--- src/rtl/sort_network_seq.sv ---
// sort_network_seq: sequential odd-even transposition sorter.
// The block runs one compare/swap phase per clock behind a four-phase req/fin handshake.
// It supports ascending or descending order and signed or unsigned compare.
// It exits early after two consecutive swap-free phases and counts the swaps it performs.
module sort_network_seq #(
    parameter int Width  = 32,
    parameter int Depth  = 8,
    parameter bit Signed = 1'b0
) (
    input  logic                                   clk,
    input  logic                                   rst_n,
    input  logic                                   req,
    output logic                                   fin,
    input  logic                                   descend,
    input  logic [Width*Depth-1:0]                 data_in,
    output logic [Width*Depth-1:0]                 data_out,
    output logic [$clog2(Depth*(Depth-1)/2+1)-1:0] swap_count,
    output logic                                   busy
);
    localparam int CW = $clog2(Depth*(Depth-1)/2+1);
    localparam int SW = CW + 1;
    localparam int PW = $clog2(Depth);

    typedef enum logic [1:0] {
        IDLE = 2'd0,
        SORT = 2'd1,
        DONE = 2'd2
    } state_t;

    state_t                 state_reg, state_next;
    logic [Width*Depth-1:0] elem_reg, elem_next;
    logic                   descend_reg;
    logic [PW-1:0]          phase_reg;
    logic                   prev_zero_reg;
    logic [CW-1:0]          swap_count_reg, swap_count_next;
    logic [Depth-2:0]       pair_swap;
    logic [SW-1:0]          phase_swaps, swap_sum;
    logic                   phase_zero, last_phase, early_exit;

    // One comparator per adjacent pair.
    // A pair is active only in phases whose parity matches the pair's lower index.
    genvar gi;
    generate
        for (gi = 0; gi < Depth - 1; gi++) begin : g_pair
            localparam bit ODD_PAIR = (gi % 2) == 1;
            logic [Width-1:0] lo_elem, hi_elem;
            logic             lo_gt_hi, lo_lt_hi;

            assign lo_elem = elem_reg[gi*Width +: Width];
            assign hi_elem = elem_reg[(gi+1)*Width +: Width];

            if (Signed) begin : g_signed
                assign lo_gt_hi = $signed(lo_elem) > $signed(hi_elem);
                assign lo_lt_hi = $signed(lo_elem) < $signed(hi_elem);
            end else begin : g_unsigned
                assign lo_gt_hi = lo_elem > hi_elem;
                assign lo_lt_hi = lo_elem < hi_elem;
            end

            // Strict compares: equal values never swap, which keeps the sort stable.
            assign pair_swap[gi] = (phase_reg[0] == ODD_PAIR) &&
                                   (descend_reg ? lo_lt_hi : lo_gt_hi);
        end
    endgenerate

    // Apply this phase's swaps and count them.
    // The active pairs are disjoint, so each element moves at most once.
    always_comb begin
        elem_next   = elem_reg;
        phase_swaps = '0;
        for (int j = 0; j < Depth - 1; j++) begin
            if (pair_swap[j]) begin
                elem_next[j*Width +: Width]     = elem_reg[(j+1)*Width +: Width];
                elem_next[(j+1)*Width +: Width] = elem_reg[j*Width +: Width];
            end
            phase_swaps = phase_swaps + SW'(pair_swap[j]);
        end
    end

    assign phase_zero      = (pair_swap == '0);
    assign last_phase      = (phase_reg == PW'(Depth - 1));
    assign early_exit      = (phase_reg != '0) && prev_zero_reg && phase_zero;
    assign swap_sum        = {1'b0, swap_count_reg} + phase_swaps;
    assign swap_count_next = swap_sum[CW] ? {CW{1'b1}} : swap_sum[CW-1:0];

    // State register
    always_ff @(posedge clk or negedge rst_n) begin
        if (!rst_n) begin
            state_reg <= IDLE;
        end else begin
            state_reg <= state_next;
        end
    end

    // Next-state logic for the IDLE -> SORT -> DONE -> IDLE handshake
    always_comb begin
        state_next = state_reg;
        case (state_reg)
            IDLE:    if (req) state_next = SORT;
            SORT:    if (last_phase || early_exit) state_next = DONE;
            DONE:    if (!req) state_next = IDLE;
            default: state_next = IDLE;
        endcase
    end

    // Element array, mode latch, phase counter and swap counter.
    // Data is captured on a request in IDLE and then advanced one phase per clock in SORT.
    always_ff @(posedge clk or negedge rst_n) begin
        if (!rst_n) begin
            elem_reg       <= '0;
            descend_reg    <= 1'b0;
            phase_reg      <= '0;
            prev_zero_reg  <= 1'b0;
            swap_count_reg <= '0;
        end else begin
            case (state_reg)
                IDLE: begin
                    if (req) begin
                        elem_reg       <= data_in;
                        descend_reg    <= descend;
                        phase_reg      <= '0;
                        prev_zero_reg  <= 1'b0;
                        swap_count_reg <= '0;
                    end
                end
                SORT: begin
                    elem_reg       <= elem_next;
                    swap_count_reg <= swap_count_next;
                    phase_reg      <= phase_reg + 1'b1;
                    prev_zero_reg  <= phase_zero;
                end
                default: begin
                end
            endcase
        end
    end

    assign data_out   = elem_reg;
    assign swap_count = swap_count_reg;
    assign fin        = (state_reg == DONE);
    assign busy       = (state_reg == SORT);

endmodule

--- config.mk ---
export PLATFORM = sky130hd
export DESIGN_NAME = sort_network_seq
export DESIGN_NICKNAME = d
export VERILOG_FILES = /design/src/rtl/sort_network_seq.sv
export SDC_FILE = /design/constraint.sdc
export NUM_CORES = 1
export LEC_CHECK = 0
export ABC_AREA = 1
export CAP_MARGIN = 10
export CORE_AREA = 2 2 203 205
export DETAILED_ROUTE_END_ITERATION = 7
export DIE_AREA = 0 0 205 207
export HOLD_SLACK_MARGIN = 0.02
export PLACE_DENSITY = 0.83
export SLEW_MARGIN = 25
export SYNTH_ARGS = -nofsm -noshare
export SYNTH_HDL_FRONTEND = slang
export SYNTH_SLANG_ARGS = --single-unit
--- constraint.sdc ---
create_clock -name clk -period 11.67 [get_ports clk]
set_input_delay 1.7505 -clock clk [delete_from_list [all_inputs] [get_ports clk]]
set_output_delay 1.7505 -clock clk [all_outputs]
set_load 0.05 [all_outputs]
==> summary.md <==
| Metric | Value |
|---|---|
| Synth Instances | 2946 |
| Num rows | 74 |
| Register bit count reported by yosys | ~270 |
| RSZ-0062 raised after global routing | no |
| Worst Hold Class | flip-flop to flip-flop |
| Area of the multi-input gates | about 0.012 mm² |
| Setup CP Type | flip-flop to flip-flop |
| Max reg flops | around 260 |
| Initial antenna violation count | 3 |
| Total number of vias | between 20000 and 25000 |
| Fmax | 175.2 MHz |
| Starting DRT DRC Count | 2098 |
| Vias in the first global route | between 20000 and 25000 |
| Max FO, Critical Path | around 60 |
| Final worst clock skew | around 24 ps |
| Die height | around 210 µm |
| Avg Vias per Cell | approximately 5.7 |
| All-Layer GR Usage | around 37% |
| Total of max-cap violations | 0 |
| Compound-Gate Fraction of Synth Area | between 10% and 20% |
| Status | finished with violations |
| Total die area | between 0.04 and 0.05 mm² |
| CP dominant cell by count | inv_1 |
| Layout cell share with drive strength beyond 1 | between 3 and 4% |
| Worst R2R Setup Slack | ~6000 ps |
| Synth warn | 0 |
| Grt ovf | 0 |
| Core Region | between 0.04 and 0.05 mm² |
| Dpl hpwl | approximately 60 mm |
| Fin Hold WS | approximately 500 ps |
| Crit-path slowest cell | fa_1 |
| GPL Wtd Cong | between 0.9 and 1 |
| DR pass1 iterations | 8 |
| Worst setup SP type | flip-flop |
| Clock Path Buffers | 3 |
| H-tree Lvls | 2 |
| Setup_tns | 0 ps |
| Post-Synth Simple-Gate Area | roughly a quarter |
| Postcts setup bufs | 0 |
| Netlist cell types | between 40 and 50 |
| Root Buffer Master | clkbuf_16 |
| CP max stage delay | about 560 ps |
| Synthesized area | between 0.02 and 0.025 mm² |
| Area grow syn2layout | 30.94% |
| Final setup viols | 0 |
| CTS tree | yes |
| I/O Pins | 523 |
| TritonCTS Buffers | 34 |
| Final net count | 3869 |
| Cts hold-fix bufs | 0 |
| Post-synthesis xor/xnor area fraction | less than 1% |
| Resized Gates After CTS | 0 |
| Synth Flop Type | dfrtp_1 |
| Clock latency on the worst-skew pair | about 540 ps |
| Crit path arrival time | between 6000 and 7000 ps |
| Per-cell routed wire length | ~21 µm |
| EDFF count, synth | 0 |
| Async S/R FF share, synth | 100.0% |
| Port Buf Inserts | 522 |
| Residual DRC count | 2 |
| Fin crit share | roughly 49% |
| DRT antenna net count | 0 |
| Mux contribution to synthesized area | 0% |
| Final min period | 5708 ps |
| Chip width | 205 µm |
| Final wirelength | slightly above 80 mm |
| Worst-path clk slew | 60 ps |
| Largest family of logic cells by synthesized area | simple AND/OR/NAND/NOR gates |
| Post-synthesis adder-cell area fraction | between 10 and 15% |
| Pin count of the biggest net entering global routing | around 180 |
| Initial Util | 51.08% |
| Final Max Slew Viols | 0 |
| Clock sink count | 268 |
| # fillers | 3420 |
| Failing checks | DRC |
| Slew headroom | 32.44% |
| First-pass GRT wire length | around 120 mm |
| Syn_nets | between 3000 and 4000 |
| Register area | 0.006706 mm² |
| Worst Tran Pin Value | approximately 1000 ps |
| WP data required | between 10000 and 15000 ps |
| Register area share after synthesis | around 33% |
| Critical Path End Type | flip-flop |
| CP Cell Sequence | inv_1 > ha_1 > nand2_1 > nor2_1 > nand4_1 > nor3b_2 > nand4_1 > nand2_1 > nand2_2 > nand2_4 > inv_2 > fa_1 > inv_1 > fa_1 > fa_1 > inv_1 > ha_1 > a31oi_1 > nor2_1 > o21ai_0 > inv_1 > o21ai_0 > nand2_1 |
| Mean Syn Cell Area | ~7.0 µm² |
| Fin. Hold Viols | 0 |
kinds of logic (layout without fill, tap and decap cells):
| group | after synthesis | count (layout) |
|---|---|---|
| xor gates and xnor gates | 3 | 3 |
| AOI/OAI and AO/OA | 660 | 660 |
| DFF | 268 | 268 |
| other | 0 | 1 |
| adders and majority gates | 238 | 238 |
| and+or+nand+nor | 1335 | 1335 |
| buffers and inverters | 442 | 887 |
placed cells by master (no fill, tap or decap), drive strengths merged:
cell and count:
clkbuf 46, a21oi 152, o21a 11, diode 1, bufinv 2, ha 234, xnor2 1, a22o 1
nand4 22, inv 288, o211ai 34, a211oi 1, a21o 5, fa 4, nor3 54, clkinv 10
clkinvlp 1, or2 31, nor4 4, xor2 2, a21boi 1, buf 19, o21ai 420, a31oi 31
nand3 126, nor3b 2, dfrtp 268, clkdlybuf4s50 521, nand2 842, o21bai 4, nor2 254
routing by layer:
metal / share of wire (%) / vias up / global-route usage, % / wire length [µm]
met3: 9.8 / 208 / 6.687 / 7939
met5: 0.016 / - / 0 / 13
li1: - / 10557 / - / -
met4: 4.6 / 2 / 15.08 / 3695
met1: 41 / 10466 / 50.82 / 33120
met2: 45 / 1277 / 58.81 / 36110
area by class of cell:
type	instances	share of cell area [%]
Tap cell	532	2.465
Clock inverter	10	0.3939
Antenna cell	1	0.009267
Inverter	291	4.078
Timing Repair Buffer	540	19.96
Multi-Input combinational cell	2236	44.72
Clock buffer	46	3.545
Sequential cell	268	24.84
worst max-delay path: cells and delay by family, from the launching register on:
kind | cells | cell delay [ps]
AND/OR/NAND/NOR | 10 | 1760
adder cells (fa/ha/maj) | 5 | 1950
buffers and inverters | 5 | 630
AO/OA/AOI/OAI | 3 | 780
flip-flops | 1 | 420
through the flow:
stage | instance area [µm²] | util [%] | cells | worst slack, ps
2_1_floorplan | 20620 | - | 2946 | 6878
3_3_place_gp | 25900 | 64.17 | 3866 | 6388
3_5_place_dp | 25930 | 64.24 | 3867 | 6152
4_1_cts | 26990 | 66.87 | 3923 | 6104
5_1_grt | 27000 | 66.88 | 3923 | 5692
6_report | 27000 | 66.89 | 3924 | 5962
cell usage after synthesis, types with 7 or more instances:
library cell,n,area [µm²]
buf_4,16,120.1
a21oi_1,150,750.7
o211ai_1,34,255.2
nand2_2,7,43.79
inv_1,284,1066
o21ai_0,391,1957
buf_1,11,41.29
nand2_1,832,3123
o21ai_1,29,145.1
o21a_1,11,82.58
nor2_1,251,942.2
clkbuf_1,49,183.9
a31oi_1,29,181.4
ha_1,234,2928
nand4_1,22,137.6
nor3_1,54,270.3
buf_2,68,340.3
dfrtp_1,268,6706
or2_2,31,193.9
nand3_1,123,615.6
path summary, 6_finish.rpt:
kind                                from            end  cells past startpoint
max                        data_out[126]  swap_count[3]                     23
min                        prev_zero_reg  prev_zero_reg                      2
max reg2reg                data_out[126]  swap_count[3]                     23
min reg2reg                prev_zero_reg  prev_zero_reg                      2
max in group asynchronous          rst_n   phase_reg[2]                      2
min in group asynchronous          rst_n  data_out[250]                      1
Power is left out: the tool's default activity adds up to more than one toggle a clock period on the data nets, which glitch-free logic cannot reach.
